### src/rtl/data_path_pkg.sv
`default_nettype none
// ============================================================================
// Module      : data_path_pkg
// Description : Shared encodings for the 8-bit CPU data path and control unit.
// Revision    : 1.0 - initial release
// ============================================================================
package data_path_pkg;

    localparam int DATA_W = 8;
    localparam int FLAG_W = 4;

    typedef enum logic [1:0] {
        BUS1_PC   = 2'b00,
        BUS1_A    = 2'b01,
        BUS1_B    = 2'b10,
        BUS1_ZERO = 2'b11
    } bus1_sel_t;

    typedef enum logic [1:0] {
        BUS2_ALU  = 2'b00,
        BUS2_BUS1 = 2'b01,
        BUS2_MEM  = 2'b10,
        BUS2_ZERO = 2'b11
    } bus2_sel_t;

    typedef enum logic [2:0] {
        ALU_ADD  = 3'b000,
        ALU_SUB  = 3'b001,
        ALU_AND  = 3'b010,
        ALU_OR   = 3'b011,
        ALU_INC  = 3'b100,
        ALU_DEC  = 3'b101,
        ALU_XOR  = 3'b110,
        ALU_PASS = 3'b111
    } alu_op_t;

    localparam int CCR_N = 3;
    localparam int CCR_Z = 2;
    localparam int CCR_V = 1;
    localparam int CCR_C = 0;

endpackage
`default_nettype wire

### src/rtl/data_path_alu.sv
`default_nettype none
// ============================================================================
// Module      : alu
// Description : Combinational 8-bit ALU with NZVC flags. AND/OR/XOR exist only
//               when DATA_PATH_LOGIC_OPS_EN is defined; otherwise they yield 0.
// Revision    : 1.0 - initial release
// ============================================================================
module alu
    import data_path_pkg::*;
(
    input  logic [DATA_W-1:0] x,
    input  logic [DATA_W-1:0] y,
    input  logic [2:0]        sel,
    output logic [DATA_W-1:0] result,
    output logic [FLAG_W-1:0] nzvc
);

    logic [DATA_W-1:0] w_operand;
    logic [DATA_W:0]   w_sum;
    logic [DATA_W:0]   w_diff;
    logic              w_v;
    logic              w_c;

    // INC/DEC reuse the adder/subtractor with a constant one as second operand
    always_comb begin
        w_operand = ((sel == ALU_INC) || (sel == ALU_DEC)) ? 8'h01 : y;
        w_sum     = {1'b0, x} + {1'b0, w_operand};
        w_diff    = {1'b0, x} - {1'b0, w_operand};
    end

    always_comb begin
        result = '0;
        w_v    = 1'b0;
        w_c    = 1'b0;
        case (sel)
            ALU_ADD, ALU_INC: begin
                result = w_sum[DATA_W-1:0];
                w_c    = w_sum[DATA_W];
                w_v    = (x[7] == w_operand[7]) && (w_sum[7] != x[7]);
            end
            ALU_SUB, ALU_DEC: begin
                result = w_diff[DATA_W-1:0];
                w_c    = w_diff[DATA_W];
                w_v    = (x[7] != w_operand[7]) && (w_diff[7] != x[7]);
            end
`ifdef DATA_PATH_LOGIC_OPS_EN
            ALU_AND: result = x & y;
            ALU_OR:  result = x | y;
            ALU_XOR: result = x ^ y;
`endif
            ALU_PASS: result = x;
            default:  result = '0;
        endcase
    end

    always_comb begin
        nzvc        = '0;
        nzvc[CCR_N] = result[DATA_W-1];
        nzvc[CCR_Z] = (result == '0);
        nzvc[CCR_V] = w_v;
        nzvc[CCR_C] = w_c;
    end

endmodule
`default_nettype wire

### src/rtl/data_path.sv
`default_nettype none
// ============================================================================
// Module      : data_path
// Description : 8-bit CPU data path (PC, MAR, IR, A, B, CCR, two buses, ALU).
//               Optional logic ops: DATA_PATH_LOGIC_OPS_EN.
// Revision    : 1.0 - initial release
// ============================================================================
module data_path
    import data_path_pkg::*;
(
    input  logic              clk,
    input  logic              reset,
    input  logic              ir_load,
    input  logic              mar_load,
    input  logic              pc_load,
    input  logic              pc_inc,
    input  logic              a_load,
    input  logic              b_load,
    input  logic              ccr_load,
    input  logic [2:0]        alu_sel,
    input  logic [1:0]        bus1_sel,
    input  logic [1:0]        bus2_sel,
    input  logic [DATA_W-1:0] from_memory,
    output logic [DATA_W-1:0] address,
    output logic [DATA_W-1:0] to_memory,
    output logic [DATA_W-1:0] ir,
    output logic [FLAG_W-1:0] ccr
);

    logic [DATA_W-1:0] r_pc;
    logic [DATA_W-1:0] r_mar;
    logic [DATA_W-1:0] r_ir;
    logic [DATA_W-1:0] r_a;
    logic [DATA_W-1:0] r_b;
    logic [FLAG_W-1:0] r_ccr;

    logic [DATA_W-1:0] w_bus1;
    logic [DATA_W-1:0] w_bus2;
    logic [DATA_W-1:0] w_alu_result;
    logic [FLAG_W-1:0] w_alu_nzvc;

    always_comb begin
        case (bus1_sel)
            BUS1_PC: w_bus1 = r_pc;
            BUS1_A:  w_bus1 = r_a;
            BUS1_B:  w_bus1 = r_b;
            default: w_bus1 = '0;
        endcase
    end

    always_comb begin
        case (bus2_sel)
            BUS2_ALU:  w_bus2 = w_alu_result;
            BUS2_BUS1: w_bus2 = w_bus1;
            BUS2_MEM:  w_bus2 = from_memory;
            default:   w_bus2 = '0;
        endcase
    end

    alu u_alu (
        .x      (w_bus1),
        .y      (r_b),
        .sel    (alu_sel),
        .result (w_alu_result),
        .nzvc   (w_alu_nzvc)
    );

    // All strobes sample the same pre-edge bus2, so self-referencing loads are safe
    always_ff @(posedge clk or negedge reset) begin
        if (!reset) begin
            r_pc  <= '0;
            r_mar <= '0;
            r_ir  <= '0;
            r_a   <= '0;
            r_b   <= '0;
            r_ccr <= '0;
        end else begin
            if (pc_load)
                r_pc <= w_bus2;
            else if (pc_inc)
                r_pc <= r_pc + 8'd1;
            if (mar_load) r_mar <= w_bus2;
            if (ir_load)  r_ir  <= w_bus2;
            if (a_load)   r_a   <= w_bus2;
            if (b_load)   r_b   <= w_bus2;
            if (ccr_load) r_ccr <= w_alu_nzvc;
        end
    end

    assign address   = r_mar;
    assign to_memory = w_bus1;
    assign ir        = r_ir;
    assign ccr       = r_ccr;

endmodule
`default_nettype wire

### config.mk
export PLATFORM = sky130hd
export DESIGN_NAME = data_path
export DESIGN_NICKNAME = d
export VERILOG_FILES = /design/src/rtl/data_path_pkg.sv /design/src/rtl/data_path_alu.sv /design/src/rtl/data_path.sv
export SDC_FILE = /design/constraint.sdc
export NUM_CORES = 1
export LEC_CHECK = 0
export BUFFER_PORTS_ARGS = -buffer_cell sky130_fd_sc_hd__buf_2
export CORE_AREA = 2 2 74 76
export CTS_CLUSTER_SIZE = 20
export DETAILED_ROUTE_END_ITERATION = 10
export DIE_AREA = 0 0 76 78
export PLACE_DENSITY = 0.84
export SETUP_SLACK_MARGIN = 0.3
export SLEW_MARGIN = 15
export SYNTH_ARGS = -nofsm -noshare
export SYNTH_HDL_FRONTEND = slang
export SYNTH_SLANG_ARGS = --single-unit
### constraint.sdc
create_clock -name clk -period 4.79 [get_ports clk]
set_input_delay 0.7185 -clock clk [delete_from_list [all_inputs] [get_ports clk]]
set_output_delay 0.7185 -clock clk [all_outputs]
set_load 0.01 [all_outputs]
**After elaboration in Yosys (flattened, before gate mapping)**

Cells that the tools add are included.

- Flip-flop bits (word level): 44
- Output and inout bits: 28
- Logic and storage cells: 39

- $add $sub $neg: 3
- Equality and inequality tests: 12
- Muxes and demuxes: 8
- Reduce and logical (&&, ||, !) cells: 10

Operator list:

| operator | number |
|---|---|
| one-hot mux 8 bit (3 select lines) | 3 |
| 2-to-1 mux 8 bit | 3 |
| adder 8 x 8 -> 9 bit | 1 |
| == test 3 bit (second input constant) | 3 |
| subtractor 8 x 8 -> 9 bit | 1 |
| adder 8 x 1 -> 8 bit (second input constant) | 1 |
| zero test 8 bit | 1 |
| == test 2 x 1 -> 1 bit (second input constant) | 2 |
| == test 2 bit (second input constant) | 2 |
| zero test 2 bit | 2 |
| one-hot mux 1 bit (2 select lines) | 2 |
| OR reduction 2 bit | 2 |
| == test 3 x 1 -> 1 bit (second input constant) | 1 |
| zero test 3 bit | 1 |
| inequality test 1 bit | 3 |
| logical AND 1 bit | 2 |
| nonzero test 2 bit | 1 |
| == test 1 bit | 1 |
| logical OR 1 bit | 1 |

**Depth between registers and ports, before layout**

Gate-level depths: netlist (run 1).

- Depth in word-level cells: 7
- Gate-level depth with buffers: 13
- Mapped depth without buffers: 12

**Modules after synthesis**

Synthesis (run 1) repeated with hierarchy kept, for this count alone.

- Cell total of the unflattened synthesis: 355
- Area total of the unflattened synthesis: 3328.2 um^2

Modules (own cells, without submodules):

| module | times used | cells an instance | area an instance (um^2) | sequential area each (um^2) |
|---|---|---|---|---|
| data_path | 1 | 197 | 2195.9 | 1101.1 |
| alu | 1 | 158 | 1132.3 | 0.0 |

**Worst setup path before layout (run 1)**

Ideal clock, no wire load.

- Path type: in2reg
- Start: in bus1_sel[0]
- End: reg r_pc[5]
- Setup time: 0.153 ns
- Data arrival time: 3.927 ns
- Data required time: 4.637 ns
- Path slack: 0.710 ns
- Stages: 10
- Buffers on the path: 1
- Path through: buf_2 mux2i_1 o21ai_0 ha_1 nand2b_1 a2111oi_4 mux2i_1 or4b_1 a222oi_1 mux2i_1

- Word-level cells in the longest chain between the ends: 6
- Elaborated cells between the ends (all ways): 9
- Classes of those cells: add/sub (2); eq/ne (2); mux (4); reduce/logical (1)

RTL lines:

| what | RTL line | text |
|---|---|---|
| start, declared | data_path.sv:21 | `input logic [1:0] bus1_sel,` |
| == test 2 bit, or another cell as far along | data_path.sv:43 | `case (bus1_sel)` |
| one-hot mux 8 bit (3 select lines) (*) | data_path.sv:43 |  |
| named net to_memory[1] | data_path.sv:25 | `output logic [DATA_W-1:0] to_memory,` |
| subtractor 8 x 8 -> 9 bit / adder 8 x 8 -> 9 bit (equally long branches) | data_path_alu.sv:28, data_path_alu.sv:27 |  |
| one-hot mux 8 bit (3 select lines) (*) | data_path_alu.sv:35 | `case (sel)` |
| one-hot mux 8 bit (3 select lines) (*) | data_path.sv:52 | `case (bus2_sel)` |
| 2-to-1 mux 8 bit (*) | data_path.sv:78 | `if (pc_load)` |
| end signal, assigned | data_path.sv:79 | `r_pc <= w_bus2;` |
| end signal, assigned | data_path.sv:81 | `r_pc <= r_pc + 8'd1;` |
| end, declared | data_path.sv:30 | `logic [DATA_W-1:0] r_pc;` |

Mark *: on every way through the listed nets, which the timed path passes. The rest lies on a longest branch.
A chain may end at the register's enable or synchronous reset.

**Final worst setup path (run 1)**

- Start: in bus1_sel[1]
- End: reg r_b[5]

- Word-level cells in the longest chain between the ends: 5
- Elaborated cells between the ends (all ways): 8
- Classes of those cells: add/sub (2); eq/ne (2); mux (3); reduce/logical (1)

RTL lines:

| what | RTL line | text |
|---|---|---|
| == test 2 bit, or another cell as far along | data_path.sv:43 |  |
| one-hot mux 8 bit (3 select lines) (*) | data_path.sv:43 |  |
| subtractor 8 x 8 -> 9 bit / adder 8 x 8 -> 9 bit (equally long branches) | data_path_alu.sv:28, data_path_alu.sv:27 |  |
| one-hot mux 8 bit (3 select lines) | data_path_alu.sv:35 |  |
| one-hot mux 8 bit (3 select lines) (*) | data_path.sv:52 |  |
| end signal, assigned | data_path.sv:85 | `if (b_load) r_b <= w_bus2;` |
| end, declared | data_path.sv:34 | `logic [DATA_W-1:0] r_b;` |

Mark *: on every way between the ends. The rest lies on a longest branch, timed or not.

==> flow_summary.yaml, run 1 <==
run_status:
  outcome: "finished, final reports clean"
pwr:
  seq_power_share_pct: 39.7
  p_switching_w: 0.0004564
  power_frac_clock_pct: 20.9
  cell_internal_pwr_w: 0.0007282
  power.ir.vdd_worst_uv: 292.5
  combinationalPowerShare_pct: 39.4
  power.share.switching_pct: 38.53
  p_leak_nw: 1.590
  powerDensity_nw_per_um2: 347.2
sta:
  max_slew_margin_vs_limit_pct: 36.53
  timing.final.setup_violations: 0
  worst_clock_skew_ns: 0.009179
  fin_crit_sh_pct: 83.92
  min_period_ns: 4.020
  finalMaxSlewViolations: 0
  worst_pin_slew_ns: 0.9521
  clock.fmax_ghz: 0.2488
  report.final.hold_viol_count: 0
  final.setup.tns_ns: 0
  rsz0062_at_grt: "no"
detailed_routing:
  detailroute.via_count: 2865
  number_of_remaining_drc_errors: 0
  avgRoutedWirePerCell_um: 17.52
  wl_um: 8128
  vias_per_cell: 6.175
  detail_route.first_pass.iterations: 5
  drtAntennaViolNets: 0
  drtIter0Drc: 218
global_route:
  grt.total_usage_pct: 28.50
  gr-total-overflow: 0
  antenna_found_initial: 0
  first_global_vias: 2790
  first_pass_grt_wire_length_um: 13460
  grt_start_max_net_pins: 45
cts:
  cts.sink_count: 44
  cts_post_setup_buffers_inserted: 0
  cts_buffer_depth: 2
  cts-resized-gates: 0
  ctsHtreeMaxLevel: 2
  clk-insertion-delay-late_ns: 0.31
  buffer_cell_driving_the_clock_tree_root: "sky130_fd_sc_hd__clkbuf_8"
  postCtsHoldBufs: 0
  clkTransAtPathRegs_ns: 0.08
  cts-buffers-inserted: 5
  cts_tree: "yes"
logic_synthesis:
  synth_cells: 355
  cell_types_with_the_largest_area_share_after_synthesis: "sky130_fd_sc_hd__dfrtp_1, sky130_fd_sc_hd__ha_1, sky130_fd_sc_hd__nor2_1"
  ys_seq_elements: 44
  mappedNetlistNets: 399
  post_synth_num_cell_types: 53
  yosysMostFrequentCell: "sky130_fd_sc_hd__nor2_1"
  total_standard_cell_area_after_synthesis_sq_um: 3050
  synthDominantCellAreaShare_pct: 36.10
  async_flop_share_pct: 100.0
  synth_top_area_cell: "sky130_fd_sc_hd__dfrtp_1"
  synth_edf_count: 0
  ys_seq_area_share_pct: 36.10
  synth_ff_type: "sky130_fd_sc_hd__dfrtp_1"
  yosys_warnings: 0
  syn-mean-instance-area_sq_um: 8.593
  yosys-top-cells-count: "sky130_fd_sc_hd__nor2_1, sky130_fd_sc_hd__dfrtp_1, sky130_fd_sc_hd__a21oi_1"
min_path:
  hp-class: "flip-flop to flip-flop"
die:
  placementRows: 26
  floorplan.core_area_sq_um: 5042
  dieArea_sq_um: 5928
  initial_core_util_pct: 60.50
  top_ports: 52
  chipHeight_um: 78
  die_x_um: 76
job:
  max-cap-violations: 0
worst_setup_path:
  worst_ep_arrival_time_ns: 4.17
  timing.critical_path.to_type: "flip-flop"
  startpoint_type: "input pin"
  critical_path_peak_fanout: 11
  criticalPathCategory: "input pin to flip-flop"
  timing.critical_path.required_ns: 4.94
cells_and_area:
  final_cell_count_no_fill: 464
  layout-drive-gt1-share_pct: 18.27
  syn2layout_area_growth_pct: 11.85
  final_core_utilization_pct: 67.67
  num_antenna_cells: 0
  nets: 437
placement:
  dp_cells: 456
  place_hpwl_um: 5994
  gp_routability_congestion: 0.9260
  io_buffers: 51
-- metrics by stage --
step           setup slack, ns  hold slack [ns]  total power, W  area (sq um)
6_report                0.7704           0.5077        0.001185          3412
5_1_grt                 0.5311           0.5428        0.001258          3412
4_1_cts                 0.8303           0.5141        0.001179          3412
3_3_place_gp            0.7710           0.4915       0.0009136          3314
2_1_floorplan           0.7099           0.4229       0.0007953          3050
3_5_place_dp            0.5995           0.4954       0.0009315          3314
-- routing by layer --
| metal | wire (um) | share of wire, % | up-vias | GRT usage [%] |
|---|---|---|---|---|
| li1 | - | - | 1337 | - |
| met1 | 3231 | 40 | 1378 | 35.44 |
| met2 | 4110 | 51 | 126 | 50.18 |
| met3 | 510 | 6.3 | 24 | 3.488 |
| met4 | 275 | 3.4 | 0 | 12.36 |
| met5 | 0 | 0 | - | 0 |
-- cells by family (layout without fill, tap and decap cells) --
kind of cell	after synthesis	count (layout)	synth area share [%]
AND/OR/NAND/NOR	120	120	19.07
AO/OA/AOI/OAI	105	105	22.44
multiplexers	16	16	5.373
XOR/XNOR	11	11	3.159
buffers and inverters	39	78	5.168
flip-flops	44	44	36.10
adder cells (fa/ha/maj)	20	20	8.696
-- power by group through the flow --
stage	Sequential, W	Combinational, W	Clock [W]
floorplan	0.000478	0.000318	0
CTS	0.000468	0.000462	0.000249
finish	0.000470	0.000467	0.000248
global route	0.000476	0.000518	0.000265
detailed placement	0.000475	0.000457	0
global placement	0.000473	0.000441	0
-- final timing paths --
path	cells after the start	slack, ns	start	to
max	11	0.77	bus1_sel[1]	r_b[5]
min	1	0.51	ccr[1]	ccr[1]
max reg2reg	9	1.08	r_pc[2]	r_b[5]
min reg2reg	1	0.51	ccr[1]	ccr[1]
max in group asynchronous	1	3.64	reset	r_pc[7]
min in group asynchronous	1	0.56	reset	r_a[0]
-- layout make-up --
type / instances / area (sq um)
clock buffers: 6 / 82.58
clock inverters: 2 / 15.01
fillers: 436 / 1630
inverters: 17 / 63.81
multi-input cells: 272 / 1792
flip-flops and latches: 44 / 1101
well taps: 70 / 87.58
repair buffers: 53 / 270.3
-- critical path, cell delays in order --
cell	delay (ns)
sky130_fd_sc_hd__buf_2	0.18
sky130_fd_sc_hd__nor2b_1	0.39
sky130_fd_sc_hd__nand2_1	0.10
sky130_fd_sc_hd__o21ai_0	0.24
sky130_fd_sc_hd__ha_1	0.44
sky130_fd_sc_hd__nor2b_4	0.19
sky130_fd_sc_hd__a2111oi_4	0.37
sky130_fd_sc_hd__mux2i_1	0.11
sky130_fd_sc_hd__or4b_1	0.56
sky130_fd_sc_hd__a222oi_1	0.66
sky130_fd_sc_hd__a21oi_1	0.20
-- state kept, by name, indices dropped and copies added, names as in the netlist --
name / count
r_pc: 8
r_b: 8
r_a: 8
ccr: 4
ir: 8
address: 8
-- placed cells by master (no fill, tap or decap), types with 4 or more instances in the layout --
cell,Yosys,routed
sky130_fd_sc_hd__nand2_1,22,22
sky130_fd_sc_hd__clkbuf_8,0,6
sky130_fd_sc_hd__a31oi_1,10,10
sky130_fd_sc_hd__xnor2_1,8,8
sky130_fd_sc_hd__inv_1,17,17
sky130_fd_sc_hd__mux2i_1,13,13
sky130_fd_sc_hd__o21ai_0,14,14
sky130_fd_sc_hd__a211oi_1,6,6
sky130_fd_sc_hd__nor3_1,4,4
sky130_fd_sc_hd__a21oi_1,40,40
sky130_fd_sc_hd__nor2b_1,6,6
sky130_fd_sc_hd__dfrtp_1,44,44
sky130_fd_sc_hd__a22oi_1,4,4
sky130_fd_sc_hd__ha_1,18,18
sky130_fd_sc_hd__nor2_1,55,55
sky130_fd_sc_hd__nand2b_1,6,6
sky130_fd_sc_hd__buf_2,3,51
No activity file was read; power rests on OpenSTA's default activity.
==> run 2: changes to the inputs <==
--- a/config.mk
+++ b/config.mk
@@ -5,12 +5,13 @@
 export SDC_FILE = /design/constraint.sdc
 export NUM_CORES = 1
 export LEC_CHECK = 0
+export ABC_AREA = 1
 export BUFFER_PORTS_ARGS = -buffer_cell sky130_fd_sc_hd__buf_2
-export CORE_AREA = 2 2 74 76
+export CORE_AREA = 2 2 82 84
 export CTS_CLUSTER_SIZE = 20
 export DETAILED_ROUTE_END_ITERATION = 10
-export DIE_AREA = 0 0 76 78
-export PLACE_DENSITY = 0.84
+export DIE_AREA = 0 0 84 86
+export PLACE_DENSITY = 0.76
 export SETUP_SLACK_MARGIN = 0.3
 export SLEW_MARGIN = 15
 export SYNTH_ARGS = -nofsm -noshare
==> constraint.sdc (replaced) <==
create_clock -name clk -period 3.4 [get_ports clk]
set_input_delay 0.51 -clock clk [delete_from_list [all_inputs] [get_ports clk]]
set_output_delay 0.51 -clock clk [all_outputs]
set_load 0.01 [all_outputs]
==> run 2 against run 1 <==
Design area increased by 6.4%. Register-to-register slack worse by 0.15 ns. First-iteration DRC count shrank 26%. Synthesized cell count rose by 27%. Via count rose by 8.2%. Sequential share of layout area fell by 1.9 points. Die area is 22% higher. Critical path type unchanged. Largest power group unchanged. Highest routed layer unchanged.
==> flow_summary.yaml, run 2 <==
die:
  placementRows: 29
  die_x_um: 84
  chipHeight_um: 86
  floorplan.core_area_sq_um: 6277
  initial_core_util_pct: 51.58
  dieArea_sq_um: 7224
  top_ports: 52
cells_and_area:
  seq_area_sq_um: 1101
  layout.cells.most_common_list: "sky130_fd_sc_hd__nand2_1, sky130_fd_sc_hd__inv_1, sky130_fd_sc_hd__buf_2"
  final_core_utilization_pct: 57.84
  nets: 541
  filler_cell_count: 610
  syn2layout_area_growth_pct: 12.13
  layout-drive-gt1-share_pct: 19.68
  multi_input_comb_area_sq_um: 1838
  layout.cells.most_common: "sky130_fd_sc_hd__nand2_1"
  postLayoutCellArea_sq_um: 3631
  num_antenna_cells: 0
detailed_routing:
  vias_per_cell: 5.390
  drtIter0Drc: 161
  detailroute.via_count: 3099
  number_of_remaining_drc_errors: 0
  detail_route.first_pass.iterations: 5
  drtAntennaViolNets: 0
  wl_um: 8073
  avgRoutedWirePerCell_um: 14.04
sta:
  final.setup.tns_ns: 0
  fin_crit_sh_pct: 78.29
  finalMaxSlewViolations: 0
  min_period_ns: 2.662
  hold_ws_ns: 0.3559
  timing.final.setup_violations: 0
  report.final.hold_viol_count: 0
  worst_clock_skew_ns: 0.006926
  max_slew_margin_vs_limit_pct: 35.32
  rsz0062_at_grt: "no"
  worst_pin_slew_ns: 0.9701
  clock.fmax_ghz: 0.3757
global_route:
  grt.total_usage_pct: 23.31
  first_pass_grt_wire_length_um: 13570
  gr-total-overflow: 0
  grt_start_max_net_pins: 45
  first_global_vias: 2902
  antenna_found_initial: 0
logic_synthesis:
  muxShareOfSynthArea_pct: 0
  main_combinational_cell_family_by_area_after_synthesis: "simple AND/OR/NAND/NOR gates"
  synth_top_area_cell: "sky130_fd_sc_hd__dfrtp_1"
  ys_seq_elements: 44
  syn-mean-instance-area_sq_um: 7.180
  ys_seq_area_share_pct: 34.00
  yosys_warnings: 0
  synth-compound-area-share_pct: 10.70
  synth_edf_count: 0
  yosys-top-cells-count: "sky130_fd_sc_hd__nand2_1, sky130_fd_sc_hd__inv_1, sky130_fd_sc_hd__dfrtp_1, sky130_fd_sc_hd__nor2_1, sky130_fd_sc_hd__nand3_1"
  yosys.area_share.xor_xnor_pct: 2.434
  total_standard_cell_area_after_synthesis_sq_um: 3238
  yosysMostFrequentCell: "sky130_fd_sc_hd__nand2_1"
  mappedNetlistNets: 495
  synth_simple_gate_area_share_pct: 35.43
  synth_cells: 451
  synthDominantCellAreaShare_pct: 34.00
  synth-adder-area-share_pct: 8.192
  cell_types_with_the_largest_area_share_after_synthesis: "sky130_fd_sc_hd__dfrtp_1, sky130_fd_sc_hd__nand2_1, sky130_fd_sc_hd__ha_1"
  post_synth_num_cell_types: 35
  async_flop_share_pct: 100.0
  synth_ff_type: "sky130_fd_sc_hd__dfrtp_1"
cts:
  clkTransAtPathRegs_ns: 0.09
  buffer_cell_driving_the_clock_tree_root: "sky130_fd_sc_hd__clkbuf_8"
  cts-resized-gates: 0
  cts_buffer_depth: 2
  cts.sink_count: 44
  cts_tree: "yes"
  cts_post_setup_buffers_inserted: 0
  cts-buffers-inserted: 5
  postCtsHoldBufs: 0
  clk-insertion-delay-late_ns: 0.30
  ctsHtreeMaxLevel: 2
pwr:
  power.ir.vdd_worst_uv: 280.4
  p_leak_nw: 2.005
  powerDensity_nw_per_um2: 464.4
worst_setup_path:
  worst_reg2reg_setup_slack_ns: 0.93
  criticalPathCategory: "input pin to flip-flop"
  timing.critical_path.to_type: "flip-flop"
  critical_path_peak_fanout: 7
  worst_ep_arrival_time_ns: 2.88
  timing.critical_path.required_ns: 3.62
  startpoint_type: "input pin"
placement:
  gp_routability_congestion: 0.8901
  place_hpwl_um: 6377
  post_dp_cell_area_sq_um: 3523
  io_buffers: 51
min_path:
  hp-class: "input pin to asynchronous set/reset pin"
run_status:
  outcome: "finished, final reports clean"
job:
  max-cap-violations: 0
[run 2: cell types whose count changed after synthesis, sizes merged, moves of 7 or more]
cell | previous run | this run
a21oi | 40 | 7
inv | 17 | 62
mux2i | 13 | 0
nand2 | 22 | 147
a31oi | 10 | 23
nor2b | 7 | 0
nand3 | 3 | 43
[run 2: layout make-up]
| type | instances | area share (%) |
|---|---|---|
| clock inverter | 2 | 0.9649 |
| sequential | 44 | 30.32 |
| inverter | 62 | 6.409 |
| multi-input combinational | 333 | 50.62 |
| timing repair buffer | 51 | 7.030 |
| tap | 77 | 2.653 |
| clock buffer | 6 | 1.999 |
[run 2: through the flow]
step,total power [W],std cells,setup WS (ns)
CTS,0.001688,575,0.7825
detailed placement,0.001291,567,0.4730
finish,0.001686,575,0.7382
floorplan,0.001109,451,0.9775
global placement,0.001273,567,0.6599
global route,0.001804,575,0.4932
[run 2: layer usage]
layer,global-route usage [%],up-vias,routed length [um]
met3,3.465,10,431
li1,-,1536,-
met1,31.14,1461,3570
met5,0,-,0
met4,6.598,0,85
met2,39.78,92,3985
[run 2: final timing paths]
check,endpoint,start,cells past startpoint
min in group clk,ccr[1],ccr_load,3
hold reg to reg,address[7],address[7],2
setup reg to reg,ccr[2],r_pc[0],15
max in group asynchronous,address[4],reset,1
setup / recovery,ir[6],alu_sel[1],16
hold / removal,r_pc[2],reset,1
[run 2: kinds of logic (layout without fill, tap and decap cells)]
family,count (synthesis),after routing
XOR/XNOR,9,9
buffers and inverters,74,121
adder cells (fa/ha/maj),20,20
flip-flops,44,44
AO/OA/AOI/OAI,54,54
AND/OR/NAND/NOR,250,250
[run 2: critical path, cell delays in order]
cell,delay (ns)
sky130_fd_sc_hd__buf_2,0.14
sky130_fd_sc_hd__nor2_1,0.42
sky130_fd_sc_hd__inv_1,0.13
sky130_fd_sc_hd__nand2_1,0.14
sky130_fd_sc_hd__ha_1,0.15
sky130_fd_sc_hd__inv_1,0.04
sky130_fd_sc_hd__fa_1,0.38
sky130_fd_sc_hd__nand2_1,0.10
sky130_fd_sc_hd__nand2_1,0.09
sky130_fd_sc_hd__nand3b_1,0.11
sky130_fd_sc_hd__nand2_1,0.08
sky130_fd_sc_hd__nand2_1,0.06
sky130_fd_sc_hd__nand3_1,0.07
sky130_fd_sc_hd__nand3_1,0.14
sky130_fd_sc_hd__nand2_2,0.10
sky130_fd_sc_hd__a31oi_1,0.19
[run 2: where the power goes]
part | switching [W] | internal [W] | leakage [nW] | total, W
Clock | 0.000183 | 0.000218 | 0.0552 | 0.000401
Combinational | 0.000411 | 0.000226 | 1.41 | 0.000637
Sequential | 0.0000526 | 0.000596 | 0.541 | 0.000648
